[src/rtl/memory_arbiter_pkg.sv]
// Shared types and constants for the two-port (fetch / load-store) memory arbiter.
package memory_arbiter_pkg;

  typedef enum logic [1:0] {
    IDLE,
    ACCESS,
    RESP
  } arb_state_t;

  typedef enum logic {
    OWNER_FETCH,
    OWNER_DATA
  } arb_owner_t;

  localparam logic [1:0] WIDTH_BYTE = 2'b00;
  localparam logic [1:0] WIDTH_HALF = 2'b01;
  localparam logic [1:0] WIDTH_WORD = 2'b10;

  // Width code 11 is not a real size; the memory controller sees it as a word.
  function automatic logic [1:0] fwd_width(input logic [1:0] w);
    return (w == 2'b11) ? WIDTH_WORD : w;
  endfunction

endpackage

[src/rtl/memory_arbiter_select.sv]
// Combinational winner pick between fetch and data requesters.
// MEMORY_ARBITER_ROUND_ROBIN_EN: alternate on contention; otherwise data always wins.
module memory_arbiter_select (
  input  logic f_req,
  input  logic d_req,
`ifdef MEMORY_ARBITER_ROUND_ROBIN_EN
  input  logic last_grant,  // 1 = data port won the previous grant
`endif
  output logic sel_f,
  output logic sel_d
);

  always_comb begin
`ifdef MEMORY_ARBITER_ROUND_ROBIN_EN
    sel_d = d_req & (~f_req | ~last_grant);
`else
    sel_d = d_req;
`endif
    sel_f = f_req & ~sel_d;
  end

endmodule

[src/rtl/memory_arbiter.sv]
// Serialises fetch and load/store traffic onto one memory_controller port.
// Optional round-robin arbitration under MEMORY_ARBITER_ROUND_ROBIN_EN.
module memory_arbiter
  import memory_arbiter_pkg::*;
#(
  parameter int ADDR_W      = 32,
  parameter int DATA_W      = 32,
  parameter int MEM_LATENCY = 1
) (
  input  logic              clk,
  input  logic              rst,
  input  logic              f_req,
  input  logic [ADDR_W-1:0] f_addr,
  output logic              f_gnt,
  output logic              f_rvalid,
  output logic [DATA_W-1:0] f_rdata,
  input  logic              d_req,
  input  logic              d_we,
  input  logic [1:0]        d_width,
  input  logic [ADDR_W-1:0] d_addr,
  input  logic [DATA_W-1:0] d_wdata,
  output logic              d_gnt,
  output logic              d_rvalid,
  output logic [DATA_W-1:0] d_rdata,
  output logic [ADDR_W-1:0] memory_read_address,
  input  logic [DATA_W-1:0] memory_read_data,
  output logic [1:0]        memory_write_width,
  output logic [ADDR_W-1:0] memory_write_address,
  output logic [DATA_W-1:0] memory_write_data,
  output logic              memory_write_enable,
  output logic              busy
);

  localparam logic [3:0] CNT_RD = 4'(MEM_LATENCY - 1);

  arb_state_t        state_q, state_d;
  arb_owner_t        owner_q, owner_d;
  logic [3:0]        cnt_q, cnt_d;
  logic [ADDR_W-1:0] addr_q, addr_d;
  logic              we_q, we_d;
  logic [1:0]        width_q, width_d;
  logic [DATA_W-1:0] wdata_q, wdata_d;
  logic [DATA_W-1:0] f_rdata_q, f_rdata_d;
  logic [DATA_W-1:0] d_rdata_q, d_rdata_d;
  logic              sel_f, sel_d;
  logic              rd_access, wr_access;

`ifdef MEMORY_ARBITER_ROUND_ROBIN_EN
  arb_owner_t last_q, last_d;

  memory_arbiter_select u_select (
    .f_req      (f_req),
    .d_req      (d_req),
    .last_grant (last_q == OWNER_DATA),
    .sel_f      (sel_f),
    .sel_d      (sel_d)
  );
`else
  memory_arbiter_select u_select (
    .f_req (f_req),
    .d_req (d_req),
    .sel_f (sel_f),
    .sel_d (sel_d)
  );
`endif

  always_comb begin
    state_d   = state_q;
    owner_d   = owner_q;
    cnt_d     = cnt_q;
    addr_d    = addr_q;
    we_d      = we_q;
    width_d   = width_q;
    wdata_d   = wdata_q;
    f_rdata_d = f_rdata_q;
    d_rdata_d = d_rdata_q;
    f_gnt     = 1'b0;
    d_gnt     = 1'b0;
`ifdef MEMORY_ARBITER_ROUND_ROBIN_EN
    last_d    = last_q;
`endif
    case (state_q)
      IDLE: begin
        d_gnt = d_req & sel_d;
        f_gnt = f_req & sel_f;
        if (d_gnt) begin
          owner_d = OWNER_DATA;
          addr_d  = d_addr;
          we_d    = d_we;
          width_d = d_width;
          wdata_d = d_wdata;
          cnt_d   = d_we ? 4'd0 : CNT_RD;
          state_d = ACCESS;
`ifdef MEMORY_ARBITER_ROUND_ROBIN_EN
          last_d  = OWNER_DATA;
`endif
        end else if (f_gnt) begin
          owner_d = OWNER_FETCH;
          addr_d  = f_addr;
          we_d    = 1'b0;
          cnt_d   = CNT_RD;
          state_d = ACCESS;
`ifdef MEMORY_ARBITER_ROUND_ROBIN_EN
          last_d  = OWNER_FETCH;
`endif
        end
      end
      ACCESS: begin
        if (we_q) begin
          state_d = RESP;
        end else if (cnt_q == 4'd0) begin
          // Memory data is valid in the final ACCESS cycle; capture for the owner only.
          state_d = RESP;
          if (owner_q == OWNER_DATA) d_rdata_d = memory_read_data;
          else                       f_rdata_d = memory_read_data;
        end else begin
          cnt_d = cnt_q - 4'd1;
        end
      end
      RESP:    state_d = IDLE;
      default: state_d = IDLE;
    endcase
  end

  always_ff @(posedge clk) begin
    if (rst) begin
      state_q   <= IDLE;
      owner_q   <= OWNER_FETCH;
      cnt_q     <= 4'd0;
      addr_q    <= '0;
      we_q      <= 1'b0;
      width_q   <= 2'b00;
      wdata_q   <= '0;
      f_rdata_q <= '0;
      d_rdata_q <= '0;
`ifdef MEMORY_ARBITER_ROUND_ROBIN_EN
      last_q    <= OWNER_FETCH;
`endif
    end else begin
      state_q   <= state_d;
      owner_q   <= owner_d;
      cnt_q     <= cnt_d;
      addr_q    <= addr_d;
      we_q      <= we_d;
      width_q   <= width_d;
      wdata_q   <= wdata_d;
      f_rdata_q <= f_rdata_d;
      d_rdata_q <= d_rdata_d;
`ifdef MEMORY_ARBITER_ROUND_ROBIN_EN
      last_q    <= last_d;
`endif
    end
  end

  // Memory-side buses are zero except during the access they belong to.
  assign rd_access = (state_q == ACCESS) && !we_q;
  assign wr_access = (state_q == ACCESS) && we_q;

  assign memory_read_address  = rd_access ? addr_q : '0;
  assign memory_write_enable  = wr_access;
  assign memory_write_address = wr_access ? addr_q : '0;
  assign memory_write_data    = wr_access ? wdata_q : '0;
  assign memory_write_width   = wr_access ? fwd_width(width_q) : WIDTH_BYTE;

  assign f_rvalid = (state_q == RESP) && (owner_q == OWNER_FETCH);
  assign d_rvalid = (state_q == RESP) && (owner_q == OWNER_DATA);
  assign f_rdata  = f_rdata_q;
  assign d_rdata  = d_rdata_q;
  assign busy     = (state_q != IDLE);

endmodule

[config.mk]
export PLATFORM = sky130hd
export DESIGN_NAME = memory_arbiter
export DESIGN_NICKNAME = d
export VERILOG_FILES = /design/src/rtl/memory_arbiter_pkg.sv /design/src/rtl/memory_arbiter_select.sv /design/src/rtl/memory_arbiter.sv
export SDC_FILE = /design/constraint.sdc
export NUM_CORES = 1
export LEC_CHECK = 0
export CORE_MARGIN = 2
export CORE_UTILIZATION = 30
export CTS_CLUSTER_SIZE = 12
export DETAILED_ROUTE_END_ITERATION = 7
export DONT_BUFFER_PORTS = 1
export PLACE_DENSITY_LB_ADDON = 0.2
export SKIP_CTS_REPAIR_TIMING = 1
export SYNTH_ARGS = -nofsm -noshare
export SYNTH_HDL_FRONTEND = slang
export SYNTH_SLANG_ARGS = --single-unit
export TNS_END_PERCENT = 100
[constraint.sdc]
create_clock -name clk -period 2 [get_ports clk]
set_input_delay 0.3 -clock clk [delete_from_list [all_inputs] [get_ports clk]]
set_output_delay 0.3 -clock clk [all_outputs]
set_load 0.02 [all_outputs]
[Yosys cells after proc, flatten, opt, wreduce, memory -nomap -nowiden]
Cells that the tools add are included.
Word-level totals
  register bits: 138
  latch bits: 0
  RAM bits: 0
  ROM bits: 0
  output and inout bits: 168
  logic and storage cells: 60
  memories: 0
Cells by class
  add/sub/neg operators: 1
  multiply operators: 0
  divide/modulo/power cells: 0
  magnitude comparators: 0
  eq/ne operators: 7
  shift-type cells: 0
  muxes and demuxes: 22
  bitwise gates (word level): 5
  reductions and logical operators: 16
Operator list (count)
  2-to-1 mux 32 bit: 5
  2-to-1 mux 4 bit: 4
  2-to-1 mux 2 bit: 6
  AND reduction 4 bit: 3
  case mux 4 bit (2 select lines): 1
  != test 3 bit, second input constant: 2
  AND reduction 2 bit: 3
  nonzero test 2 bit: 3
  2-to-1 mux 1 bit: 5
  equality test 2 bit, second input constant: 2
  logical AND 1 bit: 4
  logical NOT 4 bit: 1
  != test 2 bit, second input constant: 2
  case mux 2 bit (2 select lines): 1
  subtractor 4 x 1 -> 4 bit, second input constant: 1
  NOT 1 bit: 3
  bitwise AND 1 bit: 2
  equality test 2 x 1 -> 1 bit, second input constant: 1
  logical NOT 2 bit: 1
  logical NOT 1 bit: 1

[Longest topological paths before layout]
Gate-level depths: netlist of run 1.
  depth after elaboration: 6
  gate-level depth with buffers: 7
  gate-level depth less buffers: 5

[Hierarchy]
From an unflattened synthesis of run 1, not the netlist that was laid out.
Second synthesis, totals
  cells, all modules: 747
  area total of the unflattened synthesis: 6398.6 um^2
Modules (own cells, without submodules)
  memory_arbiter: times used 1, cells each 745, area each 6377.4 um^2
  memory_arbiter_select: times used 1, cells each 2, area each 21.3 um^2

[Worst setup path after synthesis of run 1]
OpenSTA, ideal clock, no wires.
  kind: register -> register
  start: register cnt_q[0]
  end: register d_rdata_q[25], in the netlist d_rdata[25]
  library setup time: 0.132 ns
  data arrival time: 1.597 ns
  data required time: 1.868 ns
  setup slack: 0.271 ns
  stages on the path, launching flop included: 8
  buffers on the path: 2
  clock period less this slack: 1.729 ns
  cells stage by stage: dfxtp_1 -> inv_1 -> ha_1 -> or3b_2 -> buf_2 -> buf_2 -> o31ai_2 -> a21oi_1
On the way
  cells in the longest elaborated chain, start to end: 2
RTL lines
  start: declaration: RTL line memory_arbiter.sv:38  | logic [3:0] cnt_q, cnt_d;
  start signal: assignment: RTL line memory_arbiter.sv:142  | cnt_q <= cnt_d;
  logical NOT 4 bit: RTL line memory_arbiter.sv:111  | end else if (cnt_q == 4'd0) begin
  AND reduction 4 bit (no line)
  end signal: assignment: RTL line memory_arbiter.sv:148  | d_rdata_q <= d_rdata_d;
  end: declaration: RTL line memory_arbiter.sv:44  | logic [DATA_W-1:0] d_rdata_q, d_rdata_d;
Every way passes these cells.
A chain may end at the register's enable or synchronous reset.

[Worst setup path after layout of run 1]
  start: register state_q[0]
  end: output port memory_read_address[0]
On the way
  cells in the longest elaborated chain, start to end: 3
RTL lines
  start: declaration: RTL line memory_arbiter.sv:36  | arb_state_t state_q, state_d;
  start signal: assignment: RTL line memory_arbiter.sv:140  | state_q <= state_d;
  equality test 2 x 1 -> 1 bit: RTL line memory_arbiter.sv:156  | assign rd_access = (state_q == ACCESS) && !we_q;
  logical AND 1 bit: RTL line memory_arbiter.sv:156
  2-to-1 mux 32 bit: RTL line memory_arbiter.sv:159  | assign memory_read_address = rd_access ? addr_q : '0;
  end: declaration: RTL line memory_arbiter.sv:25  | output logic [ADDR_W-1:0] memory_read_address,
Every way passes these cells.

==> results of run 1 <==
==> flip-flops by register name, summed over array words and instances, names as in the netlist <==
register,cells
addr_q,32
cnt_q,4
d_rdata,32
f_rdata,32
owner_q,1
state_q,2
wdata_q,32
we_q,1
width_q,2
==> power groups by stage <==
stage,sequential (uW),combinational (uW),clock [uW]
after floorplan,3210,1010,0
after global placement,3270,1180,0
after detailed placement,3280,1220,0
after CTS,3220,1220,3110
after global routing,3250,1430,3230
final,3220,1300,3010
==> path summary, 6_finish.rpt <==
kind	from	to	slack, ps
setup reg to reg	cnt_q[0]$_SDFFE_PP0P_	d_rdata[24]$_SDFFE_PP0P_	120
hold reg to reg	wdata_q[5]$_SDFFE_PP0P_	wdata_q[5]$_SDFFE_PP0P_	450
setup / recovery	state_q[0]$_SDFFE_PP0P_	memory_read_address[0]	70
hold / removal	d_wdata[10]	wdata_q[10]$_SDFFE_PP0P_	10
==> cell usage after synthesis, drive strengths merged (3+ instances only) <==
cell,n
nand3,3
buf,37
inv,4
nor3b,5
a211oi,32
and2,97
clkbuf,53
nor2,9
dfxtp,138
mux2i,32
nor2b,3
o31ai,65
a21oi,132
or3b,7
nand4,65
nand2,69
==> critical path, cell delays in order, from the launching register on <==
cell     delay, ps
dfxtp_2        400
nor3b_4        320
buf_6          240
and2_2         260
==> cell type report <==
type / instances / share of cell area, %
Multi-Input combinational cell: 530 / 46.5
Sequential cell: 138 / 36.7
Clock buffer: 19 / 6.00
Tap cell: 280 / 4.64
Timing Repair Buffer: 25 / 4.49
Clock inverter: 13 / 1.44
Inverter: 5 / 0.265
==> cell families (layout without fill, tap and decap cells) <==
logic type	count (synthesis)	in the layout	synth area share, %
mux	33	33	5.00
flops	138	138	41.7
simple gates	263	263	22.3
buf+inv	95	62	6.45
fa+ha+maj	1	1	0.189
compound gates	233	233	24.3
==> per-stage QoR <==
stage	total power, uW	area [sq um]	TNS, ps	instances	hold slack, ps
after CTS	7550	7390	-11830	1004	-61.8
after global placement	4450	6830	0	972	385
after detailed placement	4500	6830	0	972	386
after floorplan	4220	6630	0	763	432
final	7530	7550	0	1010	13.2
after global routing	7910	7550	-23.5	1010	0.606
==> metal layers <==
layer / vias to the layer above / part of all wire, % / global-route usage (%)
li1: 2659 / - / -
met1: 2706 / 39 / 19.6
met2: 224 / 51 / 30.0
met3: 19 / 8.0 / 5.63
met4: 0 / 1.9 / 6.17
met5: - / 0 / 0
==> out/qor.yml, run 1 <==
critical_path:
  worstPathRequired_ps: 1700
  critPathMaxFanout: 25
  worstSetupPathType: "flip-flop to output pin"
  end_kind: "output pin"
  reg2regPathDepth: 6
  startpoint_type: "flip-flop"
  critPathArrivalTime_ps: 1630
clocking:
  root_buffer: "clkbuf_16"
  cts_buffers: 17
  cts_tree: "built"
  cts.sinks: 138
  clock_latency_ps: 420
  clk_path_buf_depth: 2
  clk_pin_slew_ps: 70
  h-tree-depth: 4
power:
  p_switching_uw: 2470
  powerDensity_nw_per_um2: 997
  vdd_ir_drop_max_uv: 454
  cell_internal_pwr_uw: 5070
  p_sw_share_pct: 32.7
  clock_power_share_pct: 39.9
  p_leak_uw: 0.00260
  seqPwrFrac_pct: 42.8
  pwr-share-comb_pct: 17.3
route:
  via_per_inst: 5.55
  drc: 0
  detail-route-antenna-nets: 0
  vias: 5608
  wl_mm: 21.4
  drt_iter0_drc: 263
  wl_per_cell_um: 21.2
  drt_pre_antenna_iters: 4
synth:
  synth_top_area_share_pct: 41.7
  synth_flop_cell: "dfxtp_1"
  syn-mean-instance-area_sq_um: 8.69
  yosys-top-cells-area: "dfxtp_1, a21oi_1, and2_1"
  yosysTopAreaCell: "dfxtp_1"
  ys_async_sr_fraction_pct: 0
  synth.distinct_cells: 31
  synthCells: 763
  synth_warnings: 0
  seq_area_frac_synth_pct: 41.7
  netlist_area_sq_um: 6630
  synth_edf_count: 0
  synth-seq-cells: 138
  syn-num-nets: 899
cells_and_area:
  diodes: 0
  fill_cells: 2261
  layout-drive-gt1-share_pct: 20.4
  areaGrowthSynthToFinish_pct: 13.9
  postLayoutCoreUtil_pct: 34.7
  nNetsFinal: 853
  multi_input_area_sq_um: 3510
  final_common_cell: "dfxtp_1"
  final_cell_mix: "dfxtp_1, a21oi_1, nand2_1"
  register_area_sq_um: 2770
sta:
  worst_slew_pin_slew_ps: 604
  fin_ws_ps: 72.3
  finalCritPeriodShare_pct: 96.4
  period_minus_slack_ps: 1930
  setup-violations-final: 0
  fmax_mhz: 519
  clock_skew_ps: 10.6
  maxSlewHeadroom_pct: 59.7
  hold_viol: 0
  drv_slew: 0
floorplan:
  die_w_um: 153
  boundaryPins: 303
  coreArea_sq_um: 21800
  die-area_sq_um: 23300
  dieHeight_um: 153
  start_util_pct: 30.5
  num_rows: 54
global_route:
  grt_overflow: 0
  grt_pass1_wl_mm: 32.2
  antenna_found_initial: 0
  first_global_vias: 5666
  grt_use_total_pct: 17.2
  grt_max_degree: 142
placed_design:
  dp_hpwl_mm: 13.9
  pre_cts_ws_ps: 153
  routabilityCongestion: 0.757
  io_buffers: 0
worst_hold_path:
  min_path_cells: 2
  min_path_type: "input port to flip-flop"
flow_run:
  drv_cap: 0
outcome:
  status: "completed"
Power figures use the tool's default switching activity.
==> inputs of run 2 (changes only) <==
Settings changed: CAP_MARGIN from default to 25.
==> results of run 2 <==
No change in the layout: final DEF, timing and power equal those of run 1.
